## src/rtl/enc_pipe.sv

```systemverilog
`default_nettype none
// ============================================================================
// Module   : enc_pipe
// Purpose  : Parametrised, pipelined priority encoder. Returns the index of
//            the highest (MSB mode) or lowest (LSB mode) set bit of a
//            WIDTH-bit vector through a radix-8 reduction tree, with
//            valid/ready backpressure and bubble-collapsing stages.
// Revision : 1.0 - initial release
// ============================================================================
module enc_pipe #(
  parameter int WIDTH = 64,
  parameter int PIPE  = 1,
  parameter int IDX_W = $clog2(WIDTH)
) (
  input  logic             clk_i,
  input  logic             rst_n_i,
  input  logic [WIDTH-1:0] in_data_i,
  input  logic             in_mode_i,
  input  logic             in_valid_i,
  output logic             in_ready_o,
  output logic [IDX_W-1:0] out_data_o,
  output logic             out_zero_o,
  output logic             out_mode_o,
  output logic             out_valid_o,
  input  logic             out_ready_i
);

  // Tree geometry: input is zero-padded to 8^LEVELS bits.
  localparam int LOG2W   = $clog2(WIDTH);
  localparam int LEVELS  = (LOG2W + 2) / 3;
  localparam int PAD_W   = 1 << (3 * LEVELS);
  localparam int FULL_IW = 3 * LEVELS;
  localparam int S       = (PIPE != 0) ? LEVELS : 1;
  localparam int LAST    = LEVELS - 1;

  // Bit offset of level l's nonzero flags inside the flattened st_nz bus.
  function automatic int nz_off(input int l);
    int acc;
    acc = 0;
    for (int j = 0; j < l; j++) acc += 1 << (3 * (LEVELS - 1 - j));
    return acc;
  endfunction

  // Bit offset of level l's index fields inside the flattened st_idx bus.
  function automatic int idx_off(input int l);
    int acc;
    acc = 0;
    for (int j = 0; j < l; j++) acc += (1 << (3 * (LEVELS - 1 - j))) * 3 * (j + 1);
    return acc;
  endfunction

  localparam int NZ_TOT  = nz_off(LEVELS);
  localparam int IDX_TOT = idx_off(LEVELS);

  // Pick the highest (lsb=0) or lowest (lsb=1) nonzero child of a group of 8.
  // An empty group selects child 0, whose subtree index is itself all zeros.
  function automatic logic [2:0] pick(input logic [7:0] nz, input logic lsb);
    logic [2:0] sel;
    sel = 3'd0;
    if (lsb) begin
      for (int c = 7; c >= 0; c--) if (nz[c]) sel = 3'(c);
    end else begin
      for (int c = 0; c < 8; c++) if (nz[c]) sel = 3'(c);
    end
    return sel;
  endfunction

  // --------------------------------------------------------------------------
  // Stage handshake
  // --------------------------------------------------------------------------
  logic [S-1:0] v_q;
  logic [S-1:0] v_d;
  logic [S-1:0] en;
  logic [S-1:0] up_v;

  // Bubble-collapsing enables: a stage may advance if empty or if the one
  // downstream advances.
  always_comb begin
    en       = '0;
    en[S-1]  = !v_q[S-1] || out_ready_i;
    for (int k = S - 2; k >= 0; k--) en[k] = !v_q[k] || en[k+1];
  end

  // Valid presented to each stage from upstream.
  always_comb begin
    up_v    = '0;
    up_v[0] = in_valid_i;
    for (int k = 1; k < S; k++) up_v[k] = v_q[k-1];
  end

  // Next-state valids: take upstream valid when enabled, otherwise hold.
  always_comb begin
    v_d = (en & up_v) | (~en & v_q);
  end

  // Stage valid registers; reset flushes all in-flight entries.
  always_ff @(posedge clk_i or negedge rst_n_i) begin
    if (!rst_n_i) v_q <= '0;
    else          v_q <= v_d;
  end

  // --------------------------------------------------------------------------
  // Reduction tree
  // --------------------------------------------------------------------------
  logic [PAD_W-1:0]  padded;
  wire  [NZ_TOT-1:0] st_nz;
  wire  [IDX_TOT-1:0] st_idx;
  wire  [LEVELS-1:0] st_mode;

  // Zero-pad the input; padded bits never win selection since they are 0.
  always_comb begin
    padded             = '0;
    padded[WIDTH-1:0]  = in_data_i;
  end

  for (genvar l = 0; l < LEVELS; l++) begin : g_lvl
    localparam int  N_OUT     = 1 << (3 * (LEVELS - 1 - l));
    localparam int  N_IN      = N_OUT * 8;
    localparam int  IW_IN     = 3 * l;
    localparam int  IW_OUT    = IW_IN + 3;
    localparam int  NZ_O      = nz_off(l);
    localparam int  IDX_O     = idx_off(l);
    localparam bit  STAGE_REG = (PIPE != 0) && (l < LEVELS - 1);

    logic [N_IN-1:0]         src_nz;
    logic                    src_mode;
    logic [N_OUT-1:0]        res_nz;
    logic [N_OUT*IW_OUT-1:0] res_idx;
    logic [2:0]              sel;

    if (l == 0) begin : g_first
      assign src_nz   = padded;
      assign src_mode = in_mode_i;

      // Leaf level: groups are raw input bits; index is just the 3-bit pick.
      always_comb begin
        res_nz  = '0;
        res_idx = '0;
        sel     = '0;
        for (int g = 0; g < N_OUT; g++) begin
          sel                         = pick(src_nz[g*8 +: 8], src_mode);
          res_nz[g]                   = |src_nz[g*8 +: 8];
          res_idx[g*IW_OUT +: IW_OUT] = sel;
        end
      end
    end else begin : g_inner
      logic [N_IN*IW_IN-1:0] src_idx;

      assign src_nz   = st_nz[nz_off(l-1) +: N_IN];
      assign src_idx  = st_idx[idx_off(l-1) +: N_IN*IW_IN];
      assign src_mode = st_mode[l-1];

      // Upper level: prepend the chosen child number to that child's index.
      always_comb begin
        res_nz  = '0;
        res_idx = '0;
        sel     = '0;
        for (int g = 0; g < N_OUT; g++) begin
          sel                         = pick(src_nz[g*8 +: 8], src_mode);
          res_nz[g]                   = |src_nz[g*8 +: 8];
          res_idx[g*IW_OUT +: IW_OUT] = {sel, src_idx[(g*8 + int'(sel))*IW_IN +: IW_IN]};
        end
      end
    end

    if (STAGE_REG) begin : g_reg
      logic [N_OUT-1:0]        nz_q,   nz_d;
      logic [N_OUT*IW_OUT-1:0] idx_q,  idx_d;
      logic                    mode_q, mode_d;

      // Payload loads only for a valid entry advancing into this stage.
      always_comb begin
        nz_d   = nz_q;
        idx_d  = idx_q;
        mode_d = mode_q;
        if (en[l] && up_v[l]) begin
          nz_d   = res_nz;
          idx_d  = res_idx;
          mode_d = src_mode;
        end
      end

      // Inter-level pipeline register.
      always_ff @(posedge clk_i or negedge rst_n_i) begin
        if (!rst_n_i) begin
          nz_q   <= '0;
          idx_q  <= '0;
          mode_q <= 1'b0;
        end else begin
          nz_q   <= nz_d;
          idx_q  <= idx_d;
          mode_q <= mode_d;
        end
      end

      assign st_nz[NZ_O +: N_OUT]            = nz_q;
      assign st_idx[IDX_O +: N_OUT*IW_OUT]   = idx_q;
      assign st_mode[l]                      = mode_q;
    end else begin : g_comb
      assign st_nz[NZ_O +: N_OUT]            = res_nz;
      assign st_idx[IDX_O +: N_OUT*IW_OUT]   = res_idx;
      assign st_mode[l]                      = src_mode;
    end
  end

  // --------------------------------------------------------------------------
  // Output stage
  // --------------------------------------------------------------------------
  logic               last_nz;
  logic [FULL_IW-1:0] last_idx;
  logic [IDX_W-1:0]   out_data_q, out_data_d;
  logic               out_zero_q, out_zero_d;
  logic               out_mode_q, out_mode_d;

  assign last_nz  = st_nz[NZ_TOT-1];
  assign last_idx = st_idx[IDX_TOT-1 -: FULL_IW];

  // Padding makes the tree index wider than IDX_W; those bits are always 0.
  if (FULL_IW > IDX_W) begin : g_trunc
    wire unused_idx_hi = ^last_idx[FULL_IW-1:IDX_W];
  end

  // Final result: truncated index, forced to 0 for an all-zero vector.
  always_comb begin
    out_data_d = out_data_q;
    out_zero_d = out_zero_q;
    out_mode_d = out_mode_q;
    if (en[S-1] && up_v[S-1]) begin
      out_data_d = last_nz ? last_idx[IDX_W-1:0] : '0;
      out_zero_d = !last_nz;
      out_mode_d = st_mode[LAST];
    end
  end

  // Output payload register; holds while stalled and after valid drops.
  always_ff @(posedge clk_i or negedge rst_n_i) begin
    if (!rst_n_i) begin
      out_data_q <= '0;
      out_zero_q <= 1'b0;
      out_mode_q <= 1'b0;
    end else begin
      out_data_q <= out_data_d;
      out_zero_q <= out_zero_d;
      out_mode_q <= out_mode_d;
    end
  end

  assign in_ready_o  = en[0];
  assign out_valid_o = v_q[S-1];
  assign out_data_o  = out_data_q;
  assign out_zero_o  = out_zero_q;
  assign out_mode_o  = out_mode_q;

endmodule
`default_nettype wire

```

## config.mk

```make
export PLATFORM = sky130hd
export DESIGN_NAME = enc_pipe
export DESIGN_NICKNAME = d
export VERILOG_FILES = /design/src/rtl/enc_pipe.sv
export SDC_FILE = /design/constraint.sdc
export NUM_CORES = 1
export LEC_CHECK = 0
export CAP_MARGIN = 20
export CORE_MARGIN = 5
export CORE_UTILIZATION = 49
export DETAILED_ROUTE_END_ITERATION = 8
export PLACE_DENSITY_LB_ADDON = 0.15
export SLEW_MARGIN = 20
export SYNTH_ARGS = -nofsm -noshare
export SYNTH_HDL_FRONTEND = slang
export SYNTH_SLANG_ARGS = --single-unit
```

## constraint.sdc

```tcl
create_clock -name clk_i -period 2.15 [get_ports clk_i]
set_input_delay 0.215 -clock clk_i [delete_from_list [all_inputs] [get_ports clk_i]]
set_output_delay 0.215 -clock clk_i [all_outputs]
set_load 0.01 [all_outputs]
```

==> metrics.txt <==
status=finished, final reports clean; WL final=7140 um; register area=1080 um2; Final Slew Violations=0; Residual DRC=0; hold buffer count at cts=1; Num CTS Buffers=5; VDD IR max=0.445 mV; Vias=2951; Worst EP required=2330 ps; final setup violation count=0; RSZ-0062 raised after global routing=false; Critical-path top delay cell=a32oi_2; setup TNS=0 ps; synthesized cell area=between 2000 and 3000 um2; CTS tree=yes; H-tree depth=2; CTS clk-pin slew, worst paths=80 ps; pre-CTS WS=170 ps; Unique masters post-synth=39; antenna violations before repair=0; clk root buf=clkbuf_8; die area=7530 um2; post-route ant nets=0; Seq/Total Area, Yosys=a little under two fifths; DIE WIDTH=86.8 um; final instance area=3900 um2; P&R area growth vs syn=34.9%; Starting Density=49.7%; Rows=28; Hold Path Class=primary input to asynchronous set/reset pin; max incr delay on CP=approximately 470 ps; Resize count post-CTS=0; RePlAce Congestion=0.899; fillers=500; CP startpoint kind=flip-flop; reg2reg start=g_lvl[0].g_reg.nz_q[2]; placed inst area=roughly 3800 um2; 1st-iter DRT viols=203; Yosys warning total=0; Critical Path, Cell by Cell=nor3_1 -> o21ai_1 -> a32oi_2 -> mux2_2 -> a32o_1; syn nets=407; Max-Cap Viols=0; power per cell area=615 nW/um2; fin nets=486; later-pin clock latency in the skew report=300 ps; GRT Overall Usage=19.6%; CP startpoint=g_lvl[0].g_reg.nz_q[2]; final core area utilization=67.0%; Fmax achieved=498 MHz; fin crit share=between 90% and 100%; WP data arrival=2190 ps; Setup Crit Path Kind=flip-flop to flip-flop; commonest non-fill, non-tap cell in the layout=clkdlybuf4s50_1; Max FO, Critical Path=7; vias in the first global route=2678; Post-CTS Setup Bufs=0; HPWL after DPL=5580 um; Fin. Hold Viols=0; Synth Area per Inst=roughly 8.6 um2; Crit. End Element=flip-flop; largest net degree at the start of global routing=66; clock tree buffer depth=2; CORE AREA=5820 um2; die extent in y=86.8 um; most frequent cells in the layout=77 x clkdlybuf4s50_1, 43 x dfrtp_1, 39 x nor2_1; layout cells sized above 1=8.13%; vias per cell=5.99; clock skew=10.5 ps; first-pass GRT wire length=between 10000 and 15000 um; num ports=79; Lkg Pwr=1.65 nW; number of diodes=0; Period minus WS final=2010 ps; gr ovfl total=0; area of the multi-input gates=1680 um2; relative slew slack=about two thirds; #FFs+latches synth=43; Sink Count=43; number of cells produced by synthesis=338; drt wl/cell=14.5 um; drt pass-1 iters=5; post-route setup slack=140 ps; worst slew pin tran=about 500 ps; PortBufs=78
## registers in the layout, summed over array words and instances (netlist names), named ones only
name                cells
g_lvl.g_reg.idx_q      24
g_lvl.g_reg.mode_q      1
out_zero_o              1
g_lvl.g_reg.nz_q        8
out_mode_o              1
out_data_o              6
## cell families after synthesis
group                  Yosys count  share of synthesized area [%]
buffers and inverters           36                           4.72
AO/OA/AOI/OAI                  163                           40.2
AND/OR/NAND/NOR                 88                           14.9
flip-flops                      43                           37.2
multiplexers                     8                           2.99
## through the flow
step                power, W  cells  hold slack, ps
finish               0.00240    493             408
global route         0.00255    493             441
CTS                  0.00241    493             418
detailed placement   0.00187    484             213
global placement     0.00185    484             195
floorplan            0.00148    338           -80.6
## power breakdown
part | internal [W] | leakage [nW] | switching, W | total (W)
sequential | 0.000939 | 0.508 | 0.000121 | 0.00106
combinational | 0.000440 | 1.10 | 0.000352 | 0.000792
clock | 0.000262 | 0.0474 | 0.000283 | 0.000545
## routing by layer
layer / track usage, % / routed length, um / part of all wire [%] / vias to the layer above
li1: - / - / - / 1467
met1: 27.3 / 3190 / 45 / 1367
met2: 30.9 / 3380 / 47 / 105
met3: 3.90 / 440 / 6.2 / 12
met4: 5.38 / 124 / 1.7 / 0
met5: 0 / 0 / 0 / -
## path summary, 6_finish.rpt
| path | to | slack, ps | cells after the start |
|---|---|---|---|
| min reg2reg | g_lvl[0].g_reg.idx_q[23] | 480 | 1 |
| min | g_lvl[0].g_reg.idx_q[3] | 410 | 3 |
| max in group asynchronous | g_lvl[0].g_reg.nz_q[7] | 1480 | 3 |
| max reg2reg | out_data_o[2] | 140 | 5 |
| max | out_data_o[2] | 140 | 5 |
| min in group clk_i | g_lvl[0].g_reg.idx_q[23] | 480 | 1 |
## cells in the mapped netlist
master,number,area (um2)
inv_2,1,3.75
a22oi_1,1,7.51
nand2_1,22,82.6
nor2b_1,2,12.5
nand3_1,1,5.00
buf_2,1,5.00
nand2b_2,1,8.76
dfrtp_1,43,1080
mux2_2,5,56.3
o22ai_1,20,125
a21o_2,1,8.76
a21oi_1,28,140
o21ai_1,2,10.0
nor4_4,2,42.5
o21bai_1,17,128
a222oi_1,4,40.0
nand2b_1,3,18.8
o21ai_0,2,10.0
inv_1,20,75.1
a21oi_4,1,16.3
nor3_1,4,20.0
a31oi_1,7,43.8
o31ai_1,17,128
mux2i_1,3,30.0
a32oi_2,1,16.3
o21a_1,8,60.1
a21o_1,22,165
and2b_2,2,17.5
nor2_1,39,146
nor4_1,8,50.1
a22o_1,2,17.5
a211oi_1,17,128
buf_1,1,3.75
a32o_1,3,30.0
a221oi_1,10,87.6
nand3b_1,1,7.51
clkbuf_1,13,48.8
nand2_2,2,12.5
or2_1,1,6.26
## worst max-delay path: cells and delay by family, from the launching register on
kind | cells | cell delay, ps
multiplexers | 1 | 390
flip-flops | 1 | 450
AND/OR/NAND/NOR | 1 | 220
AO/OA/AOI/OAI | 3 | 820
## layout make-up
cell class,count,area share (%)
flip-flops and latches,43,27.6
inverters,21,2.02
well taps,75,2.41
clock inverters,2,0.417
clock buffers,6,2.12
multi-input cells,259,43.1
repair buffers,87,22.3
No activity file was read; power rests on OpenSTA's default activity.
